**src/rtl/mm_pcpi_pkg.sv**
```systemverilog
// Shared constants, address map and FSM state type for the PCPI matrix-multiply sequencer.
package mm_pcpi_pkg;

    localparam int N      = 3;
    localparam int DATA_W = 16;
    localparam int ACC_W  = 32;

    localparam logic [6:0] CUSTOM0_OPCODE = 7'b0001011;

    localparam logic [2:0] F3_WRITE = 3'b000;
    localparam logic [2:0] F3_CLEAR = 3'b101;
    localparam logic [2:0] F3_RUN   = 3'b111;
    localparam logic [2:0] F3_READ  = 3'b110;

    localparam int A_BASE    = 0;
    localparam int B_BASE    = 9;
    localparam int BIAS_BASE = 18;
    localparam int THR_ADDR  = 27;

    localparam int RUN_STEPS = 7;

    localparam logic signed [DATA_W-1:0] THR_RESET = -16'sd70;

    typedef enum logic [2:0] {
        S_IDLE,
        S_ACK,
        S_RUN,
        S_CAPT,
        S_DONE,
        S_RELEASE
    } seq_state_t;

endpackage

```
**src/rtl/mm_pcpi_sequencer_thresh.sv**
```systemverilog
// mm_thresh_pack: signed compare of each accumulator against the sign-extended threshold.
module mm_thresh_pack #(
    parameter int N      = 3,
    parameter int DATA_W = 16,
    parameter int ACC_W  = 32
) (
    input  logic [N*N*ACC_W-1:0] arr_c,
    input  logic [DATA_W-1:0]    thr,
    output logic [N*N-1:0]       mask
);
    import mm_pcpi_pkg::*;

    logic signed [ACC_W-1:0] thr_ext;

    assign thr_ext = {{(ACC_W-DATA_W){thr[DATA_W-1]}}, thr};

    always_comb begin
        mask = '0;
        for (int unsigned k = 0; k < N*N; k++) begin
            mask[k] = $signed(arr_c[k*ACC_W +: ACC_W]) >= thr_ext;
        end
    end

endmodule

```
**src/rtl/mm_pcpi_sequencer.sv**
```systemverilog
// PCPI-side controller for the 3x3 systolic matrix-multiply coprocessor.
// Defining MM_PCPI_SEQ_RAW_READ_EN adds raw accumulator capture and the READ (funct3 110) instruction.
module mm_pcpi_sequencer #(
    parameter int N      = 3,
    parameter int DATA_W = 16,
    parameter int ACC_W  = 32
) (
    input  logic                 clk,
    input  logic                 resetn,
    input  logic                 pcpi_valid,
    input  logic [31:0]          pcpi_insn,
    output logic                 pcpi_wr,
    output logic [31:0]          pcpi_rd,
    output logic                 pcpi_wait,
    output logic                 pcpi_ready,
    output logic                 cfg_we,
    output logic [4:0]           cfg_addr,
    output logic [DATA_W-1:0]    cfg_data,
    output logic [DATA_W-1:0]    thr,
    output logic                 arr_en,
    output logic [2:0]           arr_step,
    output logic                 arr_bias_sel,
    input  logic [N*N*ACC_W-1:0] arr_c
);
    import mm_pcpi_pkg::*;

    seq_state_t state_q, state_d;

    logic [6:0]        opcode;
    logic [4:0]        addr;
    logic [2:0]        funct3;
    logic [DATA_W-1:0] imm;
    logic              unused_insn_bit;

    logic is_custom0, is_write, is_clear, is_run, is_read, claim;

    logic [2:0]        step_q;
    logic [DATA_W-1:0] thr_q;
    logic [N*N-1:0]    mask_q;
    logic [N*N-1:0]    mask_c;
    logic [31:0]       resp_rd_q;
    logic              resp_wr_q;
    logic              cfg_we_q;
    logic [4:0]        cfg_addr_q;
    logic [DATA_W-1:0] cfg_data_q;

`ifdef MM_PCPI_SEQ_RAW_READ_EN
    logic [ACC_W-1:0] raw_q [N*N];
`endif

    assign opcode          = pcpi_insn[6:0];
    assign addr            = pcpi_insn[11:7];
    assign funct3          = pcpi_insn[14:12];
    assign imm             = pcpi_insn[15 +: DATA_W];
    assign unused_insn_bit = pcpi_insn[31];

    always_comb begin
        is_custom0 = pcpi_valid && (opcode == CUSTOM0_OPCODE);
        is_write   = is_custom0 && (funct3 == F3_WRITE);
        is_clear   = is_custom0 && (funct3 == F3_CLEAR);
        is_run     = is_custom0 && (funct3 == F3_RUN);
`ifdef MM_PCPI_SEQ_RAW_READ_EN
        is_read    = is_custom0 && (funct3 == F3_READ);
`else
        is_read    = 1'b0;
`endif
        claim      = is_write || is_clear || is_run || is_read;
    end

    mm_thresh_pack #(
        .N      (N),
        .DATA_W (DATA_W),
        .ACC_W  (ACC_W)
    ) u_thresh (
        .arr_c (arr_c),
        .thr   (thr_q),
        .mask  (mask_c)
    );

    always_comb begin
        state_d = state_q;
        case (state_q)
            S_IDLE: begin
                if (is_run)     state_d = S_RUN;
                else if (claim) state_d = S_ACK;
            end
            S_ACK:     state_d = S_RELEASE;
            S_RUN:     if (step_q == 3'(RUN_STEPS - 1)) state_d = S_CAPT;
            S_CAPT:    state_d = S_DONE;
            S_DONE:    state_d = S_RELEASE;
            S_RELEASE: if (!pcpi_valid) state_d = S_IDLE;
            default:   state_d = S_IDLE;
        endcase
    end

    // Responses are driven from registered state so a held pcpi_valid cannot retrigger them.
    always_comb begin
        pcpi_ready   = (state_q == S_ACK) || (state_q == S_DONE);
        pcpi_wr      = 1'b0;
        pcpi_rd      = '0;
        if (state_q == S_ACK) begin
            pcpi_wr = resp_wr_q;
            pcpi_rd = resp_rd_q;
        end else if (state_q == S_DONE) begin
            pcpi_wr = 1'b1;
            pcpi_rd = {{(32-N*N){1'b0}}, mask_q};
        end
        pcpi_wait    = claim && !((state_q == S_ACK) || (state_q == S_DONE) || (state_q == S_RELEASE));
        arr_en       = (state_q == S_RUN);
        arr_step     = step_q;
        arr_bias_sel = arr_en && (step_q == 3'd0);
        cfg_we       = cfg_we_q;
        cfg_addr     = cfg_addr_q;
        cfg_data     = cfg_data_q;
        thr          = thr_q;
    end

    always_ff @(posedge clk) begin
        if (!resetn) begin
            state_q    <= S_IDLE;
            step_q     <= '0;
            thr_q      <= DATA_W'(THR_RESET);
            mask_q     <= '0;
            resp_rd_q  <= '0;
            resp_wr_q  <= 1'b0;
            cfg_we_q   <= 1'b0;
            cfg_addr_q <= '0;
            cfg_data_q <= '0;
`ifdef MM_PCPI_SEQ_RAW_READ_EN
            for (int unsigned k = 0; k < N*N; k++) raw_q[k] <= '0;
`endif
        end else begin
            state_q  <= state_d;
            cfg_we_q <= 1'b0;
            step_q   <= (state_q == S_RUN && state_d == S_RUN) ? step_q + 3'd1 : '0;

            if (state_q == S_IDLE) begin
                if (is_write) begin
                    resp_wr_q <= 1'b0;
                    resp_rd_q <= '0;
                    if (addr < 5'(THR_ADDR)) begin
                        cfg_we_q   <= 1'b1;
                        cfg_addr_q <= addr;
                        cfg_data_q <= imm;
                    end else if (addr == 5'(THR_ADDR)) begin
                        thr_q <= imm;
                    end
                end
                if (is_clear) begin
                    resp_wr_q <= 1'b0;
                    resp_rd_q <= '0;
                    mask_q    <= '0;
`ifdef MM_PCPI_SEQ_RAW_READ_EN
                    for (int unsigned k = 0; k < N*N; k++) raw_q[k] <= '0;
`endif
                end
`ifdef MM_PCPI_SEQ_RAW_READ_EN
                if (is_read) begin
                    resp_wr_q <= 1'b1;
                    resp_rd_q <= (addr < 5'(N*N)) ? 32'(raw_q[addr[3:0]]) : '0;
                end
`endif
            end

            if (state_q == S_CAPT) begin
                mask_q <= mask_c;
`ifdef MM_PCPI_SEQ_RAW_READ_EN
                for (int unsigned k = 0; k < N*N; k++) raw_q[k] <= arr_c[k*ACC_W +: ACC_W];
`endif
            end
        end
    end

endmodule

```
**config.mk**
```make
export PLATFORM = sky130hd
export DESIGN_NAME = mm_pcpi_sequencer
export DESIGN_NICKNAME = d
export VERILOG_FILES = /design/src/rtl/mm_pcpi_pkg.sv /design/src/rtl/mm_pcpi_sequencer_thresh.sv /design/src/rtl/mm_pcpi_sequencer.sv
export SDC_FILE = /design/constraint.sdc
export NUM_CORES = 1
export LEC_CHECK = 0
export ABC_CLOCK_PERIOD_IN_PS = 6600
export CORE_AREA = 2 2 155 157
export DETAILED_ROUTE_END_ITERATION = 10
export DIE_AREA = 0 0 157 159
export HOLD_SLACK_MARGIN = 0.02
export PLACE_DENSITY = 0.75
export SLEW_MARGIN = 5
export SYNTH_ARGS = -nofsm -noshare
export SYNTH_HDL_FRONTEND = slang
export SYNTH_HIERARCHICAL = 1
export SYNTH_SLANG_ARGS = --single-unit
```
**constraint.sdc**
```tcl
create_clock -name clk -period 6.6 [get_ports clk]
set_input_delay 0.99 -clock clk [delete_from_list [all_inputs] [get_ports clk]]
set_output_delay 0.99 -clock clk [all_outputs]
set_load 0.005 [all_outputs]
```
* Yosys cells after proc, flatten, opt, wreduce, memory -nomap -nowiden
Index checks and enable logic that the tools add are counted.
** Cells by class
- $add $sub $neg :: 1
- Magnitude comparators :: 10
- Eq/ne operators :: 11
- Muxes and demuxes :: 17
- Bitwise gates (word level) :: 1
- Reductions and logical operators :: 25
** Operator list (count)
- $ge A32 B16 Y1 :: 9
- $mux W32 :: 3
- $mux W9 :: 4
- $eq A3 B3 Y1 const B :: 5
- $pmux W3 S5 :: 1
- $mux W3 :: 4
- $eq A3 B2 Y1 const B :: 3
- $logic_not A3 Y1 :: 3
- $eq A7 B4 Y1 const B :: 1
- $logic_and A1 B1 Y1 :: 7
- $reduce_and A2 Y1 :: 3
- $reduce_and A3 Y1 :: 2
- $reduce_bool A2 Y1 :: 3
- $eq A5 B5 Y1 const B :: 1
- $lt A5 B5 Y1 const B :: 1
- $mux W1 :: 5
- $logic_or A1 B1 Y1 :: 4
- $reduce_and A4 Y1 :: 1
- $add A3 B1 Y3 const B :: 1
- $eq A3 B1 Y1 const B :: 1
- $reduce_or A2 Y1 :: 1
- $logic_not A1 Y1 :: 1
- $not A1 Y1 :: 1
** Storage, ports and cells
- Bits in registers :: 86
- Input bits :: 323
- Output and inout port bits :: 78
- Word-level logic and storage cells :: 74

* Depth between registers and ports, before layout
Gate-level depths: netlist of the first run.
- Word-level depth :: 11
- Depth in mapped cells :: 9
- Mapped depth without buffers :: 9

* Modules after synthesis
Netlist of the first run, hierarchy kept.
** By module, submodules not included
- mm_thresh_pack :: instances 1, cells each 762, area an instance 6551.3 um^2, seq. area each 0.0 um^2
- mm_pcpi_sequencer :: instances 1, cells each 262, area an instance 2416.1 um^2, seq. area each 1061.0 um^2

* Worst setup path after synthesis of the first run
Ideal clock, no wire load.
- Kind :: register -> register
- Start point :: register thr_q[15] (netlist: thr[15])
- End point :: register mask_q[2]
- Library setup time :: 0.117 ns
- Arrival :: 4.868 ns
- Required time :: 6.483 ns
- Setup slack :: 1.615 ns
- Cell stages (with the launch flop) :: 10
- Buffers on the path :: 0
- Clock period less this slack :: 4.985 ns
- Path through :: dfxtp_1 > inv_1 > ha_1 > a21oi_1 > o21ai_0 > o21bai_1 > a2111oi_1 > and3_1 > o22ai_2 > a22o_1
** Between the ends
- Word-level cells in the longest chain between the ends :: 2
** RTL lines
- start, declared :: RTL line mm_pcpi_sequencer.sv:38 : logic [DATA_W-1:0] thr_q;
- start signal, assigned :: RTL line mm_pcpi_sequencer.sv:122 : thr_q <= DATA_W'(THR_RESET);
- start signal, assigned :: RTL line mm_pcpi_sequencer.sv:146 : thr_q <= imm;
- $ge A32 B16 Y1 :: RTL line mm_pcpi_sequencer_thresh.sv:20 : mask[k] = $signed(arr_c[k*ACC_W +: ACC_W]) >= thr_ext;
- net mask_c[2] :: RTL line mm_pcpi_sequencer.sv:40 : logic [N*N-1:0] mask_c;
- $mux W9 :: RTL line mm_pcpi_sequencer.sv:165 : if (state_q == S_CAPT) begin
- end signal, assigned :: RTL line mm_pcpi_sequencer.sv:166 : mask_q <= mask_c;
- end, declared :: RTL line mm_pcpi_sequencer.sv:39 : logic [N*N-1:0] mask_q;
The timed path passes the listed nets, and every way through them passes these cells.
A chain may end at the register's enable or synchronous reset.

* Worst setup path in the final report of the first run
- Start point :: input port pcpi_insn[5]
- End point :: output port pcpi_wait
** Between the ends
- Word-level cells in the longest chain between the ends :: 6
- Elaborated cells on any way between the ends :: 8
- Those cells by class :: eq/ne: 1; reduce/logical: 7
** RTL lines
- start, declared :: RTL line mm_pcpi_sequencer.sv:11 : input logic [31:0] pcpi_insn,
- $eq A7 B4 Y1 (*) :: RTL line mm_pcpi_sequencer.sv:58 : is_custom0 = pcpi_valid && (opcode == CUSTOM0_OPCODE);
- $logic_and A1 B1 Y1 (*) :: RTL line mm_pcpi_sequencer.sv:58
- $logic_and A1 B1 Y1, on equally long branches :: RTL line mm_pcpi_sequencer.sv:59, mm_pcpi_sequencer.sv:60
- $logic_or A1 B1 Y1 :: RTL line mm_pcpi_sequencer.sv:67 : claim = is_write || is_clear || is_run || is_read;
- $logic_or A1 B1 Y1 (*) :: RTL line mm_pcpi_sequencer.sv:67
- $logic_and A1 B1 Y1 (*) :: RTL line mm_pcpi_sequencer.sv:108 : pcpi_wait = claim && !((state_q == S_ACK) || (state_q == S_DONE) || (state_q == S_RELEASE));
- end, declared :: RTL line mm_pcpi_sequencer.sv:14 : output logic pcpi_wait,
Mark *: on every way between the ends. The rest lies on a longest branch, timed or not.

==> results of run 1 <==
worst max-delay path, stage by stage:
cell             delay (ns)
clkdlybuf4s50_1        0.44
nor4b_4                0.45
o211ai_1               0.15
nor2_1                 0.13
clkdlybuf4s50_1        0.52
area by class of cell:
| cell class | count | share of cell area (%) |
|---|---|---|
| Inverter | 27 | 0.807 |
| Timing Repair Buffer | 379 | 28.7 |
| Clock inverter | 2 | 0.133 |
| Clock buffer | 6 | 1.05 |
| Sequential cell | 53 | 8.05 |
| Antenna cell | 5 | 0.0949 |
| Multi-Input combinational cell | 928 | 58.1 |
| Tap cell | 319 | 3.03 |
report_power, final:
group	internal [mW]	switching [mW]
Sequential	0.321	0.00349
Clock	0.154	0.137
Combinational	0.231	0.132
routing by layer:
metal  global-route usage, %  share of wire (%)
met1                    27.7                 40
met5                       0              0.041
met4                    9.01                3.4
met2                    42.3                 47
met3                    8.17                9.6
flip-flops by register name, summed over array words and instances (netlist names):
signal,count
arr_step,3
cfg_data,16
cfg_addr,5
thr,16
mask_q,9
cfg_we,1
state_q,3
through the flow:
| step | instances | area, sq um | setup WS, ns | util [%] | hold WS (ns) |
|---|---|---|---|---|---|
| 2_1_floorplan | 1046 | 9050 | 1.61 | - | 0.441 |
| 3_3_place_gp | 1706 | 13000 | 2.94 | 56.1 | 0.442 |
| 3_5_place_dp | 1706 | 13000 | 2.93 | 56.1 | 0.447 |
| 4_1_cts | 1714 | 13200 | 2.91 | 56.8 | 0.462 |
| 5_1_grt | 1717 | 13200 | 2.86 | 56.8 | 0.476 |
| 6_report | 1719 | 13200 | 2.93 | 56.8 | 0.461 |
cells in the mapped netlist, types with 4 or more instances:
master and n:
a2111oi_4 7, a21boi_2 9, a21o_1 28, a21oi_1 126, a221o_1 9, a22o_1 9, and2_1 12, and3_1 9
buf_4 25, clkbuf_1 11, dfxtp_1 53, ha_1 291, inv_1 27, mux2i_1 36, nand2_1 97, nand3_1 29
nand4_1 64, nor2_1 51, nor2b_1 18, nor3_1 4, nor4_1 11, nor4_2 9, o211ai_1 11, o21a_1 14
o21ai_0 18, o21bai_1 4, o22ai_2 9, o31ai_1 7
kinds of logic after synthesis:
| family | Yosys count | share of synthesized area [%] |
|---|---|---|
| flops | 53 | 11.8 |
| compound gates | 262 | 21.0 |
| fa+ha+maj | 291 | 40.6 |
| buf+inv | 65 | 3.86 |
| xor+xnor | 2 | 0.195 |
| simple gates | 314 | 18.4 |
| mux | 36 | 4.02 |
| other cells | 1 | 0.0418 |
how the worst min path moves through the flow:
| stage | end | start | depth (start not counted) |
|---|---|---|---|
| after floorplan | mask_q[0] | mask_q[0] | 1 |
| after global placement | cfg_data[3] | cfg_data[3] | 2 |
| after detailed placement | cfg_data[10] | cfg_data[10] | 2 |
| after CTS | cfg_data[2] | cfg_data[2] | 2 |
| after global routing | cfg_data[0] | cfg_data[0] | 2 |
| final | cfg_data[0] | cfg_data[0] | 2 |
==> impl_results.md, run 1 <==
* Cell Rows at 56
* Crit end category: primary output
* DRT iter0 DRCs at ~360
* CP max FO at 5
* Number of synthesized register bits at 53
* Share of cells above drive strength 1 at 4.01%
* RD Place Congestion at 0.863
* Die height at 159 um
* Nets at 2,008
* Total CTS buffers at 5
* Leak at approximately 6.0 nW
* Seq/Total Area, Yosys at a little under an eighth
* Avg Vias per Cell at 5.41
* Hold Path Class: reg2reg
* Remaining Overflow, GRT at 0
* Initial antenna violation count at 6
* Max_slew headroom at 27.1%
* Crit path DAT at 2.68 ns
* Synth top area cells: ha_1 41%, dfxtp_1 12%, a21oi_1 7.0%, nand4_1 4.5%, nand2_1 4.1%
* Pwr Total at 0.977 mW
* Cell Area, Synth at ~9000 sq um
* Crit path capture: pcpi_wait
* Status: finished clean
* Least-Margin Pin Slew at 1.09 ns
* Die area at 25,000 sq um
* Area Overhead vs Synth at 47.0%
* Max Buffers Root-to-Sink at 2
* Max Fclk at approximately 270 MHz
* Top cell type's share of synthesized area at 40.6%
* Synth Flop Type: dfxtp_1
* Clock latency on the worst-skew pair at 0.31 ns
* Post-DRT Antenna Nets at 0
* Startpoint types: input port
* CTS Sinks at 53
* Worst setup path startpoint: pcpi_insn[5]
* Most frequent cells in the layout: 376 x clkdlybuf4s50_1, 291 x ha_1, 126 x a21oi_1, 97 x nand2_1, 64 x nand4_1
* WL per Instance at between 15 and 20 um
* Post-synth EDFFs at 0
* First-pass GRT wire length at 47,800 um
* Vias in the first global route at 9,353
* Ys Warns at 6
* Commonest non-fill, non-tap cell in the layout: clkdlybuf4s50_1
* Clock slew seen by the registers of the worst setup and hold paths at 0.08 ns
* Number of max-cap violations at 0
* Io pins at around 400
* Pwr Density at 74.1 nW/um^2
* Final Hold Fails at 0
* Drt drc at 0
* Synth unique cells at 47
* GRT Util Overall at 24.4%
* R2R Setup Slk at about 3 ns
* Reg area at 1060 sq um
* Core Region at around 23,000 sq um
* Slew Limit Fails at 0
* Period utilization at 55.6%
* Final setup TNS at 0 ns
* Peak VDD IR at 0.137 mV
* Initial DRT Pass Iterations at 5
* Final setup fails at 0
* Number of I/O port buffers at 376
* Filler cells at 2,113
* CTS tree: built
* Hold-fix buffers, CTS at 0
* R2R Path Start: thr[15]
* Final Critical Period at 3.67 ns
* Total detailed-routing wirelength at 31,800 um
* Synth area leader: ha_1
* Worst EP required at 5.61 ns
* Multi-input gate area at roughly 7700 sq um
* Total number of vias at 9,299
* Skew final at 0.00803 ns
* Post-detail-place hpwl at 25,900 um
* Synth Instances at 1,024
* Post-CTS Setup Inserts at 0
* Largest net degree at the start of global routing at 94
* Cells on worst reg2reg path at 10
* Critical path class: in2out
* Post_cts resized at 0
* Root Driver: clkbuf_16
* Die W at ~160 um
* Mapped Avg Cell Area at 8.76 sq um
* Htree depth at 2
* RSZ-0062 raised after global routing: no
* Worst R2R End: mask_q[8]
* Initial core utilization at approximately two fifths
* Ys async rst share at 0%
(Power assumes the default switching activity.)
==> run 2, diff against run 1 <==
--- a/config.mk
+++ b/config.mk
@@ -5,10 +5,10 @@
 export SDC_FILE = /design/constraint.sdc
 export NUM_CORES = 1
 export LEC_CHECK = 0
-export ABC_CLOCK_PERIOD_IN_PS = 6600
-export CORE_AREA = 2 2 155 157
+export ABC_CLOCK_PERIOD_IN_PS = 3080
+export CORE_AREA = 2 2 158 160
 export DETAILED_ROUTE_END_ITERATION = 10
-export DIE_AREA = 0 0 157 159
+export DIE_AREA = 0 0 160 162
 export HOLD_SLACK_MARGIN = 0.02
 export PLACE_DENSITY = 0.75
 export SLEW_MARGIN = 5
==> constraint.sdc (replaced) <==
create_clock -name clk -period 3.08 [get_ports clk]
set_input_delay 0.462 -clock clk [delete_from_list [all_inputs] [get_ports clk]]
set_output_delay 0.462 -clock clk [all_outputs]
set_load 0.005 [all_outputs]
==> run 2 against run 1 <==
First-iteration DRC count rose by 2.0%. Via count increased by 0.61%. Largest cell class unchanged. Sequential power up 110%. Largest power group unchanged. Die area up 3.8%. Highest routed layer is now met4. Critical endpoint is now mask_q[2]. Utilization fell by 1.4 points.
==> impl_results.md, run 2 (same netlist as run 1, synthesis figures left out) <==
* Status: finished clean
* Crit end category: flip-flop
* Final WS setup at 0.349 ns
* Max Fclk at 366 MHz
* Skew final at 0.0118 ns
* Total number of vias at 9,356
* Cell Rows at 57
* Die W at about 160 um
* Leak at 6.12 nW
* Die height at ~160 um
* Int Pwr at 1.57 mW
* CTS Sinks at 53
* Critical path class: reg2reg
* Pwr Density at 161 nW/um^2
* Post-detail-place hpwl at around 27,000 um
* Total CTS buffers at 5
* GRT Util Overall at between 20 and 25%
* Max Buffers Root-to-Sink at 2
* Final Hold Fails at 0
* Initial antenna violation count at 1
* Post_cts resized at 0
* Final setup fails at 0
* Least-Margin Pin Slew at 0.825 ns
* Post-CTS Setup Inserts at 0
* Fin area at 13,400 sq um
* Peak VDD IR at 0.305 mV
* Pre-CTS setup slack at 0.296 ns
* Hold Path Class: reg2reg
* Final setup TNS at 0 ns
* RSZ-0062 raised after global routing: no
* Avg Vias per Cell at 5.40
* Hold-fix buffers, CTS at 0
* Area Overhead vs Synth at 49.0%
* Post-DRT Antenna Nets at 0
* WHS at 0.462 ns
* Total detailed-routing wirelength at about 33,000 um
* Die area at 25,900 sq um
* Share of cells above drive strength 1 at 5.26%
* Period utilization at 88.7%
* CP max FO at 5
* Clk pwr share at 31.1%
* Pwr Total at 2.15 mW
* Number of max-cap violations at 0
* Comb pwr share at 36.5%
* Initial core utilization at 37.2%
* Root Driver: clkbuf_16
* Nets at 2,022
* Initial DRT Pass Iterations at 6
* Worst-path cell chain: inv_1 > buf_4 > ha_1 > a21oi_1 > o21ai_0 > a221o_1 > o31ai_2 > and3_1 > o22ai_2 > a22o_1
* Htree depth at 2
* DRT iter0 DRCs at 364
* Io pins at roughly 400
* Remaining Overflow, GRT at 0
* Startpoint types: flip-flop
* Most frequent cells in the layout: 376 x clkdlybuf4s50_1, 291 x ha_1, 126 x a21oi_1, 97 x nand2_1, 64 x nand4_1
* Drt drc at 0
* Cell area after placement at 13,200 sq um
* Multi-input gate area at 7690 sq um
* Max stage delay on crit path at 0.44 ns
* Clock latency on the worst-skew pair at 0.31 ns
* Net switching power at 0.582 mW
* Max_slew headroom at 45.0%
* Commonest non-fill, non-tap cell in the layout: clkdlybuf4s50_1
* Sequential power share at about a third
* First-pass GRT wire length at between 40,000 and 50,000 um
* Number of I/O port buffers at 376
* CTS tree: built
* Final Critical Period at 2.73 ns
* WL per Instance at 18.8 um
* Crit path DAT at approximately 2.9 ns
* Net Sw Frac at 27.1%
* Worst EP required at 3.28 ns
* Worst path bufs/invs at 2
* Slowest-stage cell, CP: inv_1
* Reg area at roughly 1100 sq um
* Vias in the first global route at 9,437
* Filler cells at roughly 2,200
* Largest net degree at the start of global routing at 78
* Slew Limit Fails at 0
* Clock slew seen by the registers of the worst setup and hold paths at 0.08 ns
* CP delay by family, top: compound AO/OA/AOI/OAI gates
* Core Region at 24,100 sq um
* RD Place Congestion at 0.865
## run 2: cell types whose count changed in the layout (fill, tap and decap cells not counted), moves of 2 or more
| cell | previous run | this run |
|---|---|---|
| o21ai_0 | 18 | 11 |
| a2111oi_1 | 2 | 0 |
| diode_2 | 5 | 2 |
| buf_4 | 3 | 14 |
| o21bai_1 | 4 | 2 |
| o21bai_4 | 0 | 2 |
| o21ai_1 | 0 | 7 |
| a2111oi_2 | 0 | 2 |
| buf_12 | 0 | 3 |
## run 2: power groups by stage
stage	clock [mW]	combinational (mW)	sequential, mW
final	0.670	0.786	0.695
after detailed placement	0	0.783	0.711
after global routing	0.704	0.860	0.696
after CTS	0.691	0.787	0.695
after global placement	0	0.762	0.711
after floorplan	0	0.287	0.704
## run 2: worst paths after layout
| check | start | endpoint | slack (ns) | cells after the start |
|---|---|---|---|---|
| hold reg to reg | cfg_data[1] | cfg_data[1] | 0.46 | 2 |
| hold / removal | cfg_data[1] | cfg_data[1] | 0.46 | 2 |
| setup reg to reg | thr[7] | mask_q[2] | 0.35 | 10 |
| setup / recovery | thr[7] | mask_q[2] | 0.35 | 10 |
## run 2: final cells by class
| cell class | count | share of cell area [%] |
|---|---|---|
| multi-input combinational | 928 | 57.6 |
| clock buffer | 5 | 0.936 |
| inverter | 27 | 0.786 |
| sequential | 53 | 7.95 |
| clock inverter | 2 | 0.290 |
| timing repair buffer | 393 | 29.4 |
| antenna | 2 | 0.0374 |
| tap | 324 | 3.03 |
## run 2: per-stage QoR
| stage | std cells | util, % |
|---|---|---|
| floorplan | 1046 | - |
| global placement | 1725 | 54.7 |
| detailed placement | 1725 | 54.7 |
| CTS | 1732 | 55.4 |
| global route | 1732 | 55.4 |
| finish | 1734 | 55.4 |
## run 2: worst register-to-register path, cell delays in order, from the launching register on
cell and delay [ns]:
dfxtp_1 0.35, inv_1 0.44, buf_4 0.28, ha_1 0.26
a21oi_1 0.12, o21ai_0 0.11, a221o_1 0.35, o31ai_2 0.25
and3_1 0.22, o22ai_2 0.07, a22o_1 0.18
## run 2: metal layers
| metal | global-route usage [%] | part of all wire [%] | vias up |
|---|---|---|---|
| met3 | 6.21 | 7.5 | 45 |
| met1 | 29.1 | 42 | 4295 |
| li1 | - | - | 4683 |
| met5 | 0 | 0 | - |
| met2 | 43.3 | 48 | 333 |
| met4 | 6.63 | 2.7 | 0 |
